$ cat config.mk
export PLATFORM = sky130hd
export DESIGN_NAME = add_sequencer
export DESIGN_NICKNAME = d
export VERILOG_FILES = /design/src/rtl/add_sequencer.sv
export SDC_FILE = /design/constraint.sdc
export NUM_CORES = 1
export LEC_CHECK = 0
export CORE_MARGIN = 4
export CORE_UTILIZATION = 35
export CTS_BUF_LIST = sky130_fd_sc_hd__clkbuf_4
export DETAILED_ROUTE_END_ITERATION = 16
export DONT_BUFFER_PORTS = 1
export HOLD_SLACK_MARGIN = 0.1
export PLACE_DENSITY = 0.55
export SLEW_MARGIN = 20
export SYNTH_ARGS = -nofsm -noshare
export SYNTH_HDL_FRONTEND = slang
export SYNTH_SLANG_ARGS = --single-unit
$ cat constraint.sdc
create_clock -name clk -period 10.4 [get_ports clk]
set_input_delay 1.04 -clock clk [delete_from_list [all_inputs] [get_ports clk]]
set_output_delay 1.04 -clock clk [all_outputs]
set_load 0.02 [all_outputs]
$ cat src/rtl/add_sequencer.sv
// add_sequencer: N-bit adder (N = SLICE*WORDS) built from one shared SLICE-bit
// ripple-carry adder, processing one slice per cycle from LSB to MSB.
//
//   state | meaning
//   ------+-------------------------------------------------------------
//   IDLE  | ready for a new operand set; no result held
//   RUN   | adding slice idx into s, carry propagated through carry_q
//   DONE  | s / c_out complete and held until the consumer takes them

// Team ripple-carry adder: n-bit sum of a, b and c_in with carry out.
module rcanbit #(
  parameter int n = 4
) (
  input  logic [n-1:0] a,
  input  logic [n-1:0] b,
  input  logic         c_in,
  output logic [n-1:0] s,
  output logic         c_out
);

  logic c;

  // Bit-serial carry chain, one full adder per bit.
  always_comb begin
    s = '0;
    c = c_in;
    for (int i = 0; i < n; i++) begin
      s[i] = a[i] ^ b[i] ^ c;
      c    = (a[i] & b[i]) | (c & (a[i] ^ b[i]));
    end
    c_out = c;
  end

endmodule

module add_sequencer #(
  parameter int SLICE = 16,
  parameter int WORDS = 3
) (
  input  logic                     clk,
  input  logic                     rst,
  input  logic                     in_valid,
  output logic                     in_ready,
  input  logic [SLICE*WORDS-1:0]   a,
  input  logic [SLICE*WORDS-1:0]   b,
  input  logic                     c_in,
  output logic                     out_valid,
  input  logic                     out_ready,
  output logic [SLICE*WORDS-1:0]   s,
  output logic                     c_out
);

  localparam int N     = SLICE * WORDS;
  localparam int IDX_W = (WORDS > 1) ? $clog2(WORDS) : 1;
  localparam logic [IDX_W-1:0] LAST_IDX = IDX_W'(WORDS - 1);

  typedef enum logic [1:0] {
    IDLE = 2'd0,
    RUN  = 2'd1,
    DONE = 2'd2
  } state_t;

  state_t           state;
  logic [N-1:0]     a_q;
  logic [N-1:0]     b_q;
  logic             carry_q;
  logic [IDX_W-1:0] idx;

  logic [SLICE-1:0] slice_a;
  logic [SLICE-1:0] slice_b;
  logic [SLICE-1:0] slice_s;
  logic             slice_co;

  // Select the current slice of the captured operands.
  always_comb begin
    slice_a = '0;
    slice_b = '0;
    for (int i = 0; i < WORDS; i++) begin
      if (idx == IDX_W'(i)) begin
        slice_a = a_q[i*SLICE +: SLICE];
        slice_b = b_q[i*SLICE +: SLICE];
      end
    end
  end

  rcanbit #(.n(SLICE)) u_slice_adder (
    .a     (slice_a),
    .b     (slice_b),
    .c_in  (carry_q),
    .s     (slice_s),
    .c_out (slice_co)
  );

  // Sequencer FSM with registered handshake outputs and result.
  always_ff @(posedge clk) begin
    if (rst) begin
      state     <= IDLE;
      a_q       <= '0;
      b_q       <= '0;
      carry_q   <= 1'b0;
      idx       <= '0;
      s         <= '0;
      c_out     <= 1'b0;
      in_ready  <= 1'b1;
      out_valid <= 1'b0;
    end else begin
      case (state)
        IDLE: begin
          if (in_valid) begin
            a_q      <= a;
            b_q      <= b;
            carry_q  <= c_in;
            idx      <= '0;
            s        <= '0;
            c_out    <= 1'b0;
            in_ready <= 1'b0;
            state    <= RUN;
          end
        end
        RUN: begin
          for (int i = 0; i < WORDS; i++) begin
            if (idx == IDX_W'(i)) begin
              s[i*SLICE +: SLICE] <= slice_s;
            end
          end
          carry_q <= slice_co;
          if (idx == LAST_IDX) begin
            c_out     <= slice_co;
            out_valid <= 1'b1;
            state     <= DONE;
          end else begin
            idx <= idx + 1'b1;
          end
        end
        DONE: begin
          if (out_ready) begin
            out_valid <= 1'b0;
            in_ready  <= 1'b1;
            state     <= IDLE;
          end
        end
        default: begin
          out_valid <= 1'b0;
          in_ready  <= 1'b1;
          state     <= IDLE;
        end
      endcase
    end
  end

endmodule

After elaboration in Yosys (flattened, before gate mapping) --
Index checks and enable logic that the tools add are counted. W data, S select, Z words.
Cells by class: $add $sub $neg 1, $mul 0, magnitude comparators 0, multiplexer cells 28, divide/modulo/power cells 0, shifts and indexed selects 0, equal/unequal tests 10, reductions and logical operators 12, bitwise logic cells 82
Operators by type and width (number):
- $mux W16 | 9
- $pmux W48 S2 | 1
- $mux W48 | 1
- $and A1 B1 Y1 | 32
- $xor A1 B1 Y1 | 32
- $reduce_and A3 Y1 | 7
- $or A1 B1 Y1 | 16
- $ne A2 B2 Y1 const B | 6
- $mux W2 | 5
- $mux W1 | 6
- $pmux W1 S3 | 2
- $pmux W2 S3 | 1
- $eq A2 B1 Y1 const B | 2
- $eq A2 B2 Y1 const B | 2
- $logic_not A2 Y1 | 2
- $pmux W1 S2 | 2
- $pmux W2 S2 | 1
- $reduce_and A2 Y1 | 2
- $add A2 B1 Y2 const B | 1
- $not A1 Y1 | 2
- $reduce_bool A2 Y1 | 1
Storage, ports and cells: RAM bits 0, bits in registers 152, memories kept 0, output and inout bits 51, input bits 101, latch bits 0, ROM bits 0

Depth between registers and ports, before layout --
word-level depth 39, gate-level depth with buffers 27

Cells and area by module --
Synthesis repeated with hierarchy kept, for this count alone.
Unflattened totals: cells, all modules 857, area, all modules 6767.7 µm²
Modules (own cells, without submodules):
- add_sequencer | area an instance 6409.9 µm², instances 1, cells each 831
- rcanbit | area an instance 357.8 µm², instances 1, cells each 26

Worst setup path before layout --
Ideal clock, no wire load.
path kind reg-to-reg, start register idx[1], end register s[47], stages on the path, launching flop included 28, library setup time 0.070 ns, period minus slack after synthesis 8.371 ns, path slack 2.029 ns, data required time 10.330 ns, buffers on the path 3, arrival time 8.300 ns, cell sequence dfxtp_1 -> inv_1 -> ha_1 -> buf_2 -> buf_2 -> clkbuf_1 -> a21oi_1 -> o21ai_0 -> fa_1 -> fa_1 -> fa_1 -> fa_1 -> fa_1 -> fa_1 -> fa_1 -> fa_1 -> fa_1 -> fa_1 -> fa_1 -> fa_1 -> fa_1 -> inv_1 -> fa_1 -> inv_1 -> fa_1 -> fa_1 -> nand4b_1 -> a21oi_1
On the way: cells in the longest elaborated chain, start to end 38, elaborated cells between the ends (all ways) 75
RTL lines:
- start, declared | line 67 | logic [IDX_W-1:0] idx;
- start signal, assigned | line 132 | idx <= idx + 1'b1;
- $logic_not A2 Y1 | line 79 | if (idx == IDX_W'(i)) begin
- $mux W16 (3 in series) | line 79
- $xor A1 B1 Y1 | line 29 | c = (a[i] & b[i]) | (c & (a[i] ^ b[i]));
- $and A1 B1 Y1 | line 29
- $or A1 B1 Y1 | line 29
- $and A1 B1 Y1 | line 29
- $or A1 B1 Y1 | line 29
- $and A1 B1 Y1 | line 29
- [... 20 more ...]
- $or A1 B1 Y1 | line 29
- $and A1 B1 Y1 | line 29
- $or A1 B1 Y1 | line 29
- $and A1 B1 Y1 | line 29
- $or A1 B1 Y1 | line 29
- $xor A1 B1 Y1 | line 28 | s[i] = a[i] ^ b[i] ^ c;
- $mux W16 | line 122 | if (idx == IDX_W'(i)) begin
- $pmux W48 S2 | line 107 | case (state)
- end signal, assigned by index | line 123 | s[i*SLICE +: SLICE] <= slice_s;
- end, declared | line 49 | output logic [SLICE*WORDS-1:0] s,
Several ways; a longest one is shown, not always the timed one. The select of a mux whose other input is x is not followed. A chain may end at the register's enable or synchronous reset.

Worst setup path after layout --
Ends and elaborated chain as after synthesis.

==> out/results.txt <==
Status = completed
Syn Nets = 966
Post-layout total power = 0.00113 W
Critical Path RT = 10.90 ns
Register area = 3040 um2
Die Y-Extent = 147 um
Hold wc startpoint = b_q[10]
Post-synthesis sequential area ratio = 45.3%
Hold_buf cts = 0
Fin crit share = 84.2%
Initial Util = 35.7%
Worst Tran Pin Value = 0.877 ns
WL met2 = 8.82 mm
Post-route ant nets = 0
Synthesis warning total = 0
Critical path peak fanout = 37
CP dominant cell by count = fa_1
CTS max path bufs = 2
Fill cells = 1986
Commonest non-fill, non-tap cell in the layout = nand2_1
Gpl congestion = 0.729
Finished Layout Cells = 1072
Max VDD drop = 0.0903 mV
Clock Tree Root = clkbuf_4
Via count = 5421
Max-Slew Margin vs Limit = 41.6%
Reg-to-Reg Start = idx[1]
CP Buf/Inv Count = 4
Met1 wire length = 8.60 mm
Reg-to-reg slack, setup = 1.64 ns
I/O Buffers = 0
Initial antenna violation count = 1
Final hold violations = 0
Most frequent cells in the layout = nand2_1 (257), a21oi_1 (185), dfxtp_1 (152)
R2R depth = 25
Final Skew = 0.0289 ns
Critical path startpoint category = register
Cell variety after synth = 31
Slowest stage delay, CP = 0.54 ns
Hold Path Sink = b_q[10]
Die area = 21500 um2
Num ports = 152
First DRT Iteration DRCs = 395
Post-cts resize count = 0
Lkg Pwr = 2.46 nW
First-pass GRT wire length = 29.6 mm
Synth Cell Area = 6720 um2
DIE WIDTH = 147 um
Endpoints failing setup = 0
RR Endpoint = s[47]
Total grt overflow = 0
Setup TNS Final = 0 ns
Clk slew on worst S/H paths = 0.13 ns
First-pass DRT Iterations = 5
Routed length per placed instance = 17.9 um
Largest net degree at the start of global routing = 153
Fin nets = 916
DP Cell Count = 1037
# DRC = 0
Syn-to-layout area delta = 3.67%
Met3 WL = 1.55 mm
Max cap viols = 0
Placement row count = 50
Final min period = 8.76 ns
RSZ-0062 raised after global routing = no
Synthesized area per cell = 7.95 um2
Clk Latency, worst-skew pair = 0.57 ns
Core area = 18800 um2
Top cell type's share of synthesized area = 45.3%
Synthesized netlist cell count = 846
FF+latch count, synth = 152
DR vias/cell = 5.06
CP endpoint kind = register
CTS Buf Count = 17
Synth area leader = dfxtp_1
Dominant cells by area after synthesis = dfxtp_1 (45%), nand2_1 (14%), a21oi_1 (14%), fa_1 (4.8%), and3b_1 (4.2%)
Uppermost layer routed = met4
CP arrival = 9.26 ns
Critical Setup Path Class = register to register
Power Dens Cells = 162 nW/um2
Clock Sinks = 152
Tot GR Track Use = 17.5%
Hold path depth = 2
Buffers inserted by post-CTS timing repair = 0
CP max stage cell = fa_1
Layout cells sized above 1 = 5.19%
H-tree depth = 4
Multi-input gate area = 3270 um2
Peak Freq = 114 MHz
Max Slew Vio Count = 0
Drt total wl = 19.2 mm
Crit-path leading delay family = adder cells
Clock tree from TritonCTS = done
Number of global-route vias before repair = 5242
Worst Hold Class = register to register
Detail Placement HPWL = 13.1 mm
==> worst reg2reg max path, delay by kind of cell (launching register included) <==
kind	cells	cell delay, ns
fa+ha+maj	16	7.01
flops	1	0.35
compound gates	3	0.44
simple gates	2	0.33
buf+inv	4	0.61
==> power breakdown <==
group | switching (W) | internal (W)
Sequential | 0.0000240 | 0.000611
Combinational | 0.000101 | 0.0000495
Clock | 0.000216 | 0.000125
Total | 0.000341 | 0.000786
==> per-stage QoR <==
stage	instance area (um2)	hold WS [ns]	setup slack, ns	util (%)
finish	6970	0.455	1.64	37.0
global route	6970	0.472	1.12	37.0
CTS	6960	0.458	1.63	37.0
detailed placement	6710	0.440	1.66	35.6
global placement	6710	0.436	1.80	35.6
floorplan	6720	0.432	2.03	-
==> cell families (layout without fill, tap and decap cells) <==
family	Yosys count	after routing	share of synthesized area, %
DFF	152	152	45.3
buffers and inverters	81	44	6.23
other	0	3	0
adders and majority gates	19	19	5.32
and+or+nand+nor	355	355	24.9
muxes	1	1	0.335
AOI/OAI and AO/OA	238	238	18.0
==> registers in the layout, indices dropped and copies added (netlist names) <==
register,cells
carry_q,1
b_q,48
out_valid,1
a_q,48
s,48
c_out,1
idx,2
in_ready,1
state,2
==> Yosys cell counts <==
library cell	instances
nor2b_1	1
nand2_1	257
or3b_1	1
nor3b_4	1
nand4b_1	16
a22oi_1	1
nor2_1	2
a211oi_1	1
a2bb2oi_1	1
and3b_1	32
or4_1	1
dfxtp_1	152
o211ai_1	2
nand3b_1	6
o21ai_1	6
buf_1	1
clkbuf_1	49
o21ai_0	41
or3_1	1
buf_2	11
o21bai_1	1
buf_4	3
a21oi_1	185
ha_1	3
nand2b_1	3
fa_1	16
nand3_1	33
mux2i_4	1
buf_6	12
inv_1	5
nor3_1	1
==> final cells by class <==
class	count	share of cell area, %
clock buffer	20	2.15
tap	260	4.67
clock inverter	12	1.49
timing repair buffer	7	0.754
inverter	5	0.269
sequential	152	43.7
multi-input combinational	613	46.9
antenna	3	0.108
==> metal layers <==
layer  vias up  global-route usage (%)
li1       2753                       -
met1      2490                    24.0
met2       159                    26.7
met3        19                    5.93
met4         0                    4.42
met5         -                       0
==> worst max path at each step <==
| stage | startpoint | to | cells after the start |
|---|---|---|---|
| finish | idx[1] | s[47] | 25 |
| global placement | idx[1] | s[47] | 25 |
| global route | idx[1] | s[47] | 25 |
| CTS | idx[1] | s[47] | 25 |
| floorplan | idx[1] | s[47] | 27 |
| detailed placement | idx[1] | s[47] | 25 |
Power figures use the tool's default switching activity.
